### src/rtl/tft_lcd_timing_gen.sv
// -----------------------------------------------------------------------------
// tft_lcd_timing_gen
//
// Raster timing generator for the 800x480 TFT panel path. It produces the pixel
// clock, the h/v position counters, DE, HSYNC, VSYNC and the panel enable. It
// also powers the panel up and down in whole frames, following the enable level.
//
// The FSM steps IDLE -> PWR_UP -> ACTIVE -> PWR_DOWN -> IDLE. DE is only let
// through in ACTIVE. ACTIVE is entered and left only on a frame boundary, so a
// frame of data is never cut short.
//
// Optional feature: define TFT_TIMING_LINE_IRQ_EN to add parameter LINE_IRQ and
// output line_irq. line_irq is a one-clk pulse in ACTIVE when the raster enters
// line LINE_IRQ.
//
// Ports
//   clk          system clock
//   rst          asynchronous, active-high reset
//   enable       panel-on request (level)
//   counter_h    horizontal position, 0..H_TOTAL-1
//   counter_v    vertical position, 0..V_TOTAL-1
//   disp_clk     pixel clock to the panel
//   disp_den     data enable
//   disp_hsync   horizontal sync, active low
//   disp_vsync   vertical sync, active low
//   disp_enb     panel enable / backlight gate
//   frame_start  one-clk pulse when the counters wrap to 0,0
//   busy         high in any state other than IDLE
//   line_irq     (optional) line interrupt pulse
// -----------------------------------------------------------------------------
module tft_lcd_timing_gen #(
  parameter int CLK_DIV    = 2,
  parameter int H_TOTAL    = 1056,
  parameter int H_SYNC_W   = 20,
  parameter int H_DE_START = 210,
  parameter int H_ACTIVE   = 800,
  parameter int V_TOTAL    = 525,
  parameter int V_SYNC_W   = 10,
  parameter int V_DE_START = 22,
  parameter int V_ACTIVE   = 480,
  parameter int PWR_FRAMES = 2
`ifdef TFT_TIMING_LINE_IRQ_EN
  ,
  parameter int LINE_IRQ   = 480
`endif
) (
  input  logic        clk,
  input  logic        rst,
  input  logic        enable,
  output logic [10:0] counter_h,
  output logic [9:0]  counter_v,
  output logic        disp_clk,
  output logic        disp_den,
  output logic        disp_hsync,
  output logic        disp_vsync,
  output logic        disp_enb,
  output logic        frame_start,
  output logic        busy
`ifdef TFT_TIMING_LINE_IRQ_EN
  ,
  output logic        line_irq
`endif
);

  localparam int DW = $clog2(CLK_DIV);

  localparam logic [DW-1:0] DIV_LAST = DW'(CLK_DIV - 1);
  localparam logic [DW-1:0] DIV_HALF = DW'(CLK_DIV / 2);
  localparam logic [10:0]   H_LAST   = 11'(H_TOTAL - 1);
  localparam logic [10:0]   H_SYNC   = 11'(H_SYNC_W);
  localparam logic [10:0]   H_DE_S   = 11'(H_DE_START);
  localparam logic [10:0]   H_DE_E   = 11'(H_DE_START + H_ACTIVE);
  localparam logic [9:0]    V_LAST   = 10'(V_TOTAL - 1);
  localparam logic [9:0]    V_SYNC   = 10'(V_SYNC_W);
  localparam logic [9:0]    V_DE_S   = 10'(V_DE_START);
  localparam logic [9:0]    V_DE_E   = 10'(V_DE_START + V_ACTIVE);
  localparam logic [8:0]    PWR_N    = 9'(PWR_FRAMES);

  typedef enum logic [1:0] {IDLE, PWR_UP, ACTIVE, PWR_DOWN} state_e;

  state_e          state_q, state_d;
  logic [DW-1:0]   div_cnt_q, div_cnt_d;
  logic [10:0]     counter_h_q, counter_h_d;
  logic [9:0]      counter_v_q, counter_v_d;
  logic [7:0]      frame_cnt_q, frame_cnt_d;
  logic            stop_q, stop_d;
  logic            disp_clk_q, disp_clk_d;
  logic            den_q, den_d;
  logic            hsync_q, hsync_d;
  logic            vsync_q, vsync_d;
  logic            enb_q, enb_d;
  logic            frame_start_q, frame_start_d;
  logic            tick, h_wrap, frame_wrap, frames_done, run_d;
`ifdef TFT_TIMING_LINE_IRQ_EN
  localparam logic [9:0] V_IRQ = 10'(LINE_IRQ);
  logic line_irq_q, line_irq_d;
`endif

  always_comb begin
    // NOTE: every signal assigned in this block gets a default first, so no
    // path through the case statements can leave it unassigned and infer a latch.
    state_d     = state_q;
    stop_d      = stop_q;
    frame_cnt_d = frame_cnt_q;
    div_cnt_d   = div_cnt_q;
    counter_h_d = counter_h_q;
    counter_v_d = counter_v_q;

    tick        = (state_q != IDLE) && (div_cnt_q == DIV_LAST);
    h_wrap      = tick && (counter_h_q == H_LAST);
    frame_wrap  = h_wrap && (counter_v_q == V_LAST);
    // Nine bits, so that PWR_FRAMES = 255 does not overflow the compare.
    frames_done = ({1'b0, frame_cnt_q} + 9'd1) >= PWR_N;

    case (state_q)
      IDLE:     if (enable) state_d = PWR_UP;
      PWR_UP: begin
        if (!enable)                        state_d = PWR_DOWN;
        else if (frame_wrap && frames_done) state_d = ACTIVE;
      end
      ACTIVE: begin
        // Remember a drop of enable, but let the current frame finish.
        stop_d = stop_q || !enable;
        if (frame_wrap && (stop_q || !enable)) state_d = PWR_DOWN;
      end
      PWR_DOWN: if (frame_wrap && frames_done) state_d = IDLE;
      default:  state_d = IDLE;
    endcase

    if (state_d != state_q) begin
      frame_cnt_d = '0;
      stop_d      = 1'b0;
    end else if (frame_wrap) begin
      frame_cnt_d = frame_cnt_q + 8'd1;
    end

    if ((state_q == IDLE) || tick) div_cnt_d = '0;
    else                           div_cnt_d = div_cnt_q + 1'b1;

    if (state_d == IDLE) begin
      counter_h_d = '0;
      counter_v_d = '0;
    end else if (tick) begin
      counter_h_d = h_wrap ? 11'd0 : counter_h_q + 11'd1;
      if (h_wrap) counter_v_d = (counter_v_q == V_LAST) ? 10'd0 : counter_v_q + 10'd1;
    end

    // The outputs are decoded from the next-state counters, so each registered
    // output changes in the same clk as the counters it describes.
    run_d         = (state_d != IDLE);
    disp_clk_d    = run_d && (div_cnt_d < DIV_HALF);
    hsync_d       = !run_d || (counter_h_d >= H_SYNC);
    vsync_d       = !run_d || (counter_v_d >= V_SYNC);
    den_d         = (state_d == ACTIVE) &&
                    (counter_h_d >= H_DE_S) && (counter_h_d < H_DE_E) &&
                    (counter_v_d >= V_DE_S) && (counter_v_d < V_DE_E);
    enb_d         = run_d;
    frame_start_d = frame_wrap;
`ifdef TFT_TIMING_LINE_IRQ_EN
    line_irq_d    = h_wrap && (counter_v_d == V_IRQ) && (state_d == ACTIVE);
`endif
  end

  always_ff @(posedge clk or posedge rst) begin
    if (rst) begin
      state_q       <= IDLE;
      stop_q        <= 1'b0;
      frame_cnt_q   <= '0;
      div_cnt_q     <= '0;
      counter_h_q   <= '0;
      counter_v_q   <= '0;
      disp_clk_q    <= 1'b0;
      den_q         <= 1'b0;
      hsync_q       <= 1'b1;
      vsync_q       <= 1'b1;
      enb_q         <= 1'b0;
      frame_start_q <= 1'b0;
`ifdef TFT_TIMING_LINE_IRQ_EN
      line_irq_q    <= 1'b0;
`endif
    end else begin
      // NOTE: state registers use non-blocking assignments, so every flop
      // samples the values from before the edge, whatever order these lines are in.
      state_q       <= state_d;
      stop_q        <= stop_d;
      frame_cnt_q   <= frame_cnt_d;
      div_cnt_q     <= div_cnt_d;
      counter_h_q   <= counter_h_d;
      counter_v_q   <= counter_v_d;
      disp_clk_q    <= disp_clk_d;
      den_q         <= den_d;
      hsync_q       <= hsync_d;
      vsync_q       <= vsync_d;
      enb_q         <= enb_d;
      frame_start_q <= frame_start_d;
`ifdef TFT_TIMING_LINE_IRQ_EN
      line_irq_q    <= line_irq_d;
`endif
    end
  end

  assign counter_h   = counter_h_q;
  assign counter_v   = counter_v_q;
  assign disp_clk    = disp_clk_q;
  assign disp_den    = den_q;
  assign disp_hsync  = hsync_q;
  assign disp_vsync  = vsync_q;
  assign disp_enb    = enb_q;
  assign frame_start = frame_start_q;
  assign busy        = (state_q != IDLE);
`ifdef TFT_TIMING_LINE_IRQ_EN
  assign line_irq    = line_irq_q;
`endif

endmodule

### config.mk
export PLATFORM = sky130hd
export DESIGN_NAME = tft_lcd_timing_gen
export DESIGN_NICKNAME = d
export VERILOG_FILES = /design/src/rtl/tft_lcd_timing_gen.sv
export SDC_FILE = /design/constraint.sdc
export NUM_CORES = 1
export LEC_CHECK = 0
export ABC_AREA = 1
export BUFFER_PORTS_ARGS = -buffer_cell sky130_fd_sc_hd__buf_2
export CORE_MARGIN = 2
export CORE_UTILIZATION = 40
export CTS_CLUSTER_DIAMETER = 100
export DETAILED_ROUTE_END_ITERATION = 10
export MAX_ROUTING_LAYER = met4
export SYNTH_ARGS = -nofsm -noshare
export SYNTH_HDL_FRONTEND = slang
export SYNTH_SLANG_ARGS = --single-unit
### constraint.sdc
create_clock -name clk -period 6.61 [get_ports clk]
set_clock_uncertainty 0.05 [all_clocks]
set_input_delay 0.661 -clock clk [delete_from_list [all_inputs] [get_ports clk]]
set_output_delay 0.661 -clock clk [all_outputs]
set_load 0.01 [all_outputs]
==> impl_metrics.yaml <==
run_status:
  result_of_the_run: "finished clean"
floorplanning:
  rows: 28
  num_io_pins: 31
  core_region_area_mm2: 0.00603
  dieHeight_um: 83.6
  die_area_mm2: 0.00698
  start_util_pct: 42.0
  die_w_um: 83.6
pwr:
  net-switching-power_uw: 84.7
  seq_power_share_pct: 56.8
  power_frac_clock_pct: 41.7
  internal_power_uw: 335
  p_per_cell_area_mw_per_mm2: 147
  vdd.ir_drop.worst_mv: 0.0867
  power.leakage_uw: 0.00149
  comb_power_share_pct: 1.5
  swShare_pct: 20.2
finish:
  drive_above_1_share_pct: 16.5
  register_area_um2: 978
  nets: 394
  fillers: 645
  finalCoreUtilization_pct: 47.3
  multiInputGateArea_mm2: 0.00131
  antenna-diode-count: 0
  area_delta_synth_final_pct: 12.6
clocking:
  clk-insertion-delay-late_ns: 0.28
  tritoncts_clock_tree: "yes"
  cts_hold_repair_buffers: 0
  cell_at_the_root_of_the_clock_tree: "sky130_fd_sc_hd__clkbuf_8"
  numCtsBuffers: 5
  ctsHtreeMaxLevel: 2
  clkTransAtPathRegs_ns: 0.08
  cts_post_setup_buffers_inserted: 0
  cts.repair.resized: 0
  numClockSinks: 39
  cts_buffer_depth: 2
sta:
  slew_headroom_pct: 67.7
  grt_setup_unrepaired: "false"
  setup_total_negative_slack_ns: 0
  finalCritPeriodShare_pct: 39.1
  finalCriticalPeriod_ns: 2.59
  setup_viol_count_final: 0
  finalHoldViolCount: 0
  max_freq_mhz: 387
  least_margin_pin_slew_ns: 0.485
  drv_slew: 0
routing:
  avgViaCountPerCell: 4.93
  detailedRoute.firstPassIterationCount: 4
  routed-via-count: 2277
  route.detailed.drc: 0
  initialDrtViolationCount: 111
  number_of_nets_still_failing_antenna_checks_after_routing: 0
  detail_route.wirelength_um: 5640
  detail_route.wl_per_cell_um: 12.2
global_route:
  largest_net_degree_at_the_start_of_global_routing: 40
  grt_antenna_before_repair: 0
  globalRouteTotalUtil_pct: 17.9
  first_pass_grt_wire_length_um: 10100
  grt_pass1_vias: 2190
  grt-ovfl-total: 0
setup_path:
  critPathRequiredTime_ns: 6.77
  crit-reg2reg-capture: "disp_vsync"
  timing_worst_setup_path_type: "flip-flop to flip-flop"
  worst_path_max_delay_cell: "sky130_fd_sc_hd__dfrtp_1"
  regToRegStartpoint: "counter_h[0]"
  critical-path-max-stage-delay_ns: 0.39
  worstRegToRegCells: 14
  worstSetupEndpoint: "disp_vsync"
  startpoint_type: "flip-flop"
  cp_cell_sequence: "ha_1 > nand3_4 > nor2_4 > nand3_4 > nor2_4 > nand2_1 > nand3_1 > nand2_1 > nand2_2 > inv_2 > nand2_4 > inv_2 > nor2_1 > nand4_1"
  crit_path_start: "counter_h[0]"
  data_arrival_time_of_the_critical_path_ns: 2.74
  endpoint_kind: "flip-flop"
  crit_fanout: 18
  worst-r2r-setup-slack_ns: 4.02
placed_design:
  place.gp.congestion: 0.866
  buffer_ports.inserted: 30
  dpl.hpwl_um: 4330
logic_synthesis:
  synth_seq_cells: 39
  share_of_the_synthesized_area_in_the_top_cell_type_pct: 36.6
  synth_warnings: 0
  post_synth_main_area_contributors: "sky130_fd_sc_hd__dfrtp_1, sky130_fd_sc_hd__nand2_1, sky130_fd_sc_hd__inv_1"
  cell_type_with_the_highest_aggregate_area_in_the_netlist: "sky130_fd_sc_hd__dfrtp_1"
  yosysSeqAreaShare_pct: 38.6
  post_synth_design_cell_area_mm2: 0.00253
  netlist_instances: 351
  synthesis.nets: 359
  synth.lib_cells_used.distinct: 32
  syn-mean-instance-area_um2: 7.21
run:
  maxCapViolations: 0
hold_path:
  worst_hold_path_type: "input port to asynchronous set/reset pin"
-- final cells by class --
cell class	instances	share of cell area [%]
clock buffers	8	3.51
inverters	57	7.50
multi-input cells	252	45.9
flip-flops and latches	39	34.3
well taps	75	3.29
repair buffers	31	5.53
-- logic make-up after synthesis --
kind of cell    after synthesis  share of synthesized area (%)
buf+inv                      60                           9.68
flops                        39                           38.6
fa+ha+maj                     5                           2.47
simple gates                205                           38.3
compound gates               33                           7.76
xor+xnor                      9                           3.11
-- synthesized netlist by cell type, drive strengths merged --
cell and number:
o2bb2ai 1, xnor2 2, inv 57, o21a 1, buf 3, o221ai 1
nand3b 5, and3 1, a211oi 3, o21bai 2, o31ai 1, o21ai 10
nor3 8, xor2 7, nand3 29, ha 5, nor2 54, dfstp 2
a21oi 14, or2 2, nand4 11, dfrtp 37, nand2 95
-- critical path, delay by kind of cell, from the launching register on --
| kind | cells | cell delay [ns] |
|---|---|---|
| AND/OR/NAND/NOR | 11 | 1.51 |
| flip-flops | 1 | 0.39 |
| adder cells (fa/ha/maj) | 1 | 0.32 |
| buffers and inverters | 2 | 0.22 |
-- power groups by stage --
stage	registers [uW]	clock network (uW)	logic (uW)
after floorplan	243	0	4.07
after global placement	243	0	6.89
after detailed placement	243	0	6.83
after CTS	238	181	6.85
after global routing	238	196	7.76
final	238	175	6.30
-- cells in the final DEF (no fill, tap or decap), types with 2 or more instances in the layout --
| master | netlist | routed |
|---|---|---|
| sky130_fd_sc_hd__o21ai_0 | 10 | 10 |
| sky130_fd_sc_hd__nand3_4 | 2 | 2 |
| sky130_fd_sc_hd__ha_1 | 5 | 5 |
| sky130_fd_sc_hd__or2_2 | 2 | 2 |
| sky130_fd_sc_hd__inv_1 | 52 | 52 |
| sky130_fd_sc_hd__nor2_1 | 48 | 48 |
| sky130_fd_sc_hd__o21bai_1 | 2 | 2 |
| sky130_fd_sc_hd__nor2_4 | 4 | 4 |
| sky130_fd_sc_hd__xor2_1 | 7 | 7 |
| sky130_fd_sc_hd__nand2_1 | 88 | 88 |
| sky130_fd_sc_hd__buf_2 | 1 | 30 |
| sky130_fd_sc_hd__a211oi_1 | 3 | 3 |
| sky130_fd_sc_hd__clkbuf_8 | 0 | 7 |
| sky130_fd_sc_hd__nand2_4 | 4 | 4 |
| sky130_fd_sc_hd__dfrtp_1 | 37 | 37 |
| sky130_fd_sc_hd__nor2_2 | 2 | 2 |
| sky130_fd_sc_hd__xnor2_1 | 2 | 2 |
| sky130_fd_sc_hd__nor3_1 | 8 | 8 |
| sky130_fd_sc_hd__dfstp_2 | 2 | 2 |
| sky130_fd_sc_hd__nand3_1 | 27 | 27 |
| sky130_fd_sc_hd__nand3b_1 | 4 | 4 |
| sky130_fd_sc_hd__a21oi_1 | 14 | 14 |
| sky130_fd_sc_hd__inv_2 | 5 | 5 |
| sky130_fd_sc_hd__nand2_2 | 3 | 3 |
| sky130_fd_sc_hd__nand4_1 | 11 | 11 |
-- worst min path at each step --
stage	endpoint	slack (ns)	cells after the start
finish	frame_start	0.43	3
global placement	div_cnt_q	0.48	1
global route	counter_v[4]	0.50	3
CTS	counter_v[3]	0.45	3
floorplan	div_cnt_q	0.45	1
detailed placement	div_cnt_q	0.48	1
-- layer usage --
layer	vias up	wire length (um)	track usage [%]
met2	29	2690	29.2
met3	5	149	3.17
met1	1054	2750	23.4
met5	-	0	-
met4	0	48	4.40
li1	1189	-	-
-- registers in the layout (all words and copies together), names as in the netlist, 2 cells and up --
| name | cells |
|---|---|
| counter_h | 11 |
| counter_v | 10 |
| frame_cnt_q | 8 |
| state_q | 2 |
-- metrics by stage --
| stage | cell area (um2) | power, uW | cells | hold slack (ns) | setup WS, ns |
|---|---|---|---|---|---|
| floorplan | 2530 | 247 | 351 | 0.451 | 4.30 |
| global placement | 2750 | 250 | 454 | 0.482 | 4.09 |
| detailed placement | 2750 | 250 | 454 | 0.481 | 4.00 |
| CTS | 2850 | 427 | 462 | 0.451 | 4.00 |
| global route | 2850 | 442 | 462 | 0.500 | 3.71 |
| finish | 2850 | 420 | 462 | 0.429 | 4.02 |
(Power assumes the default switching activity.)
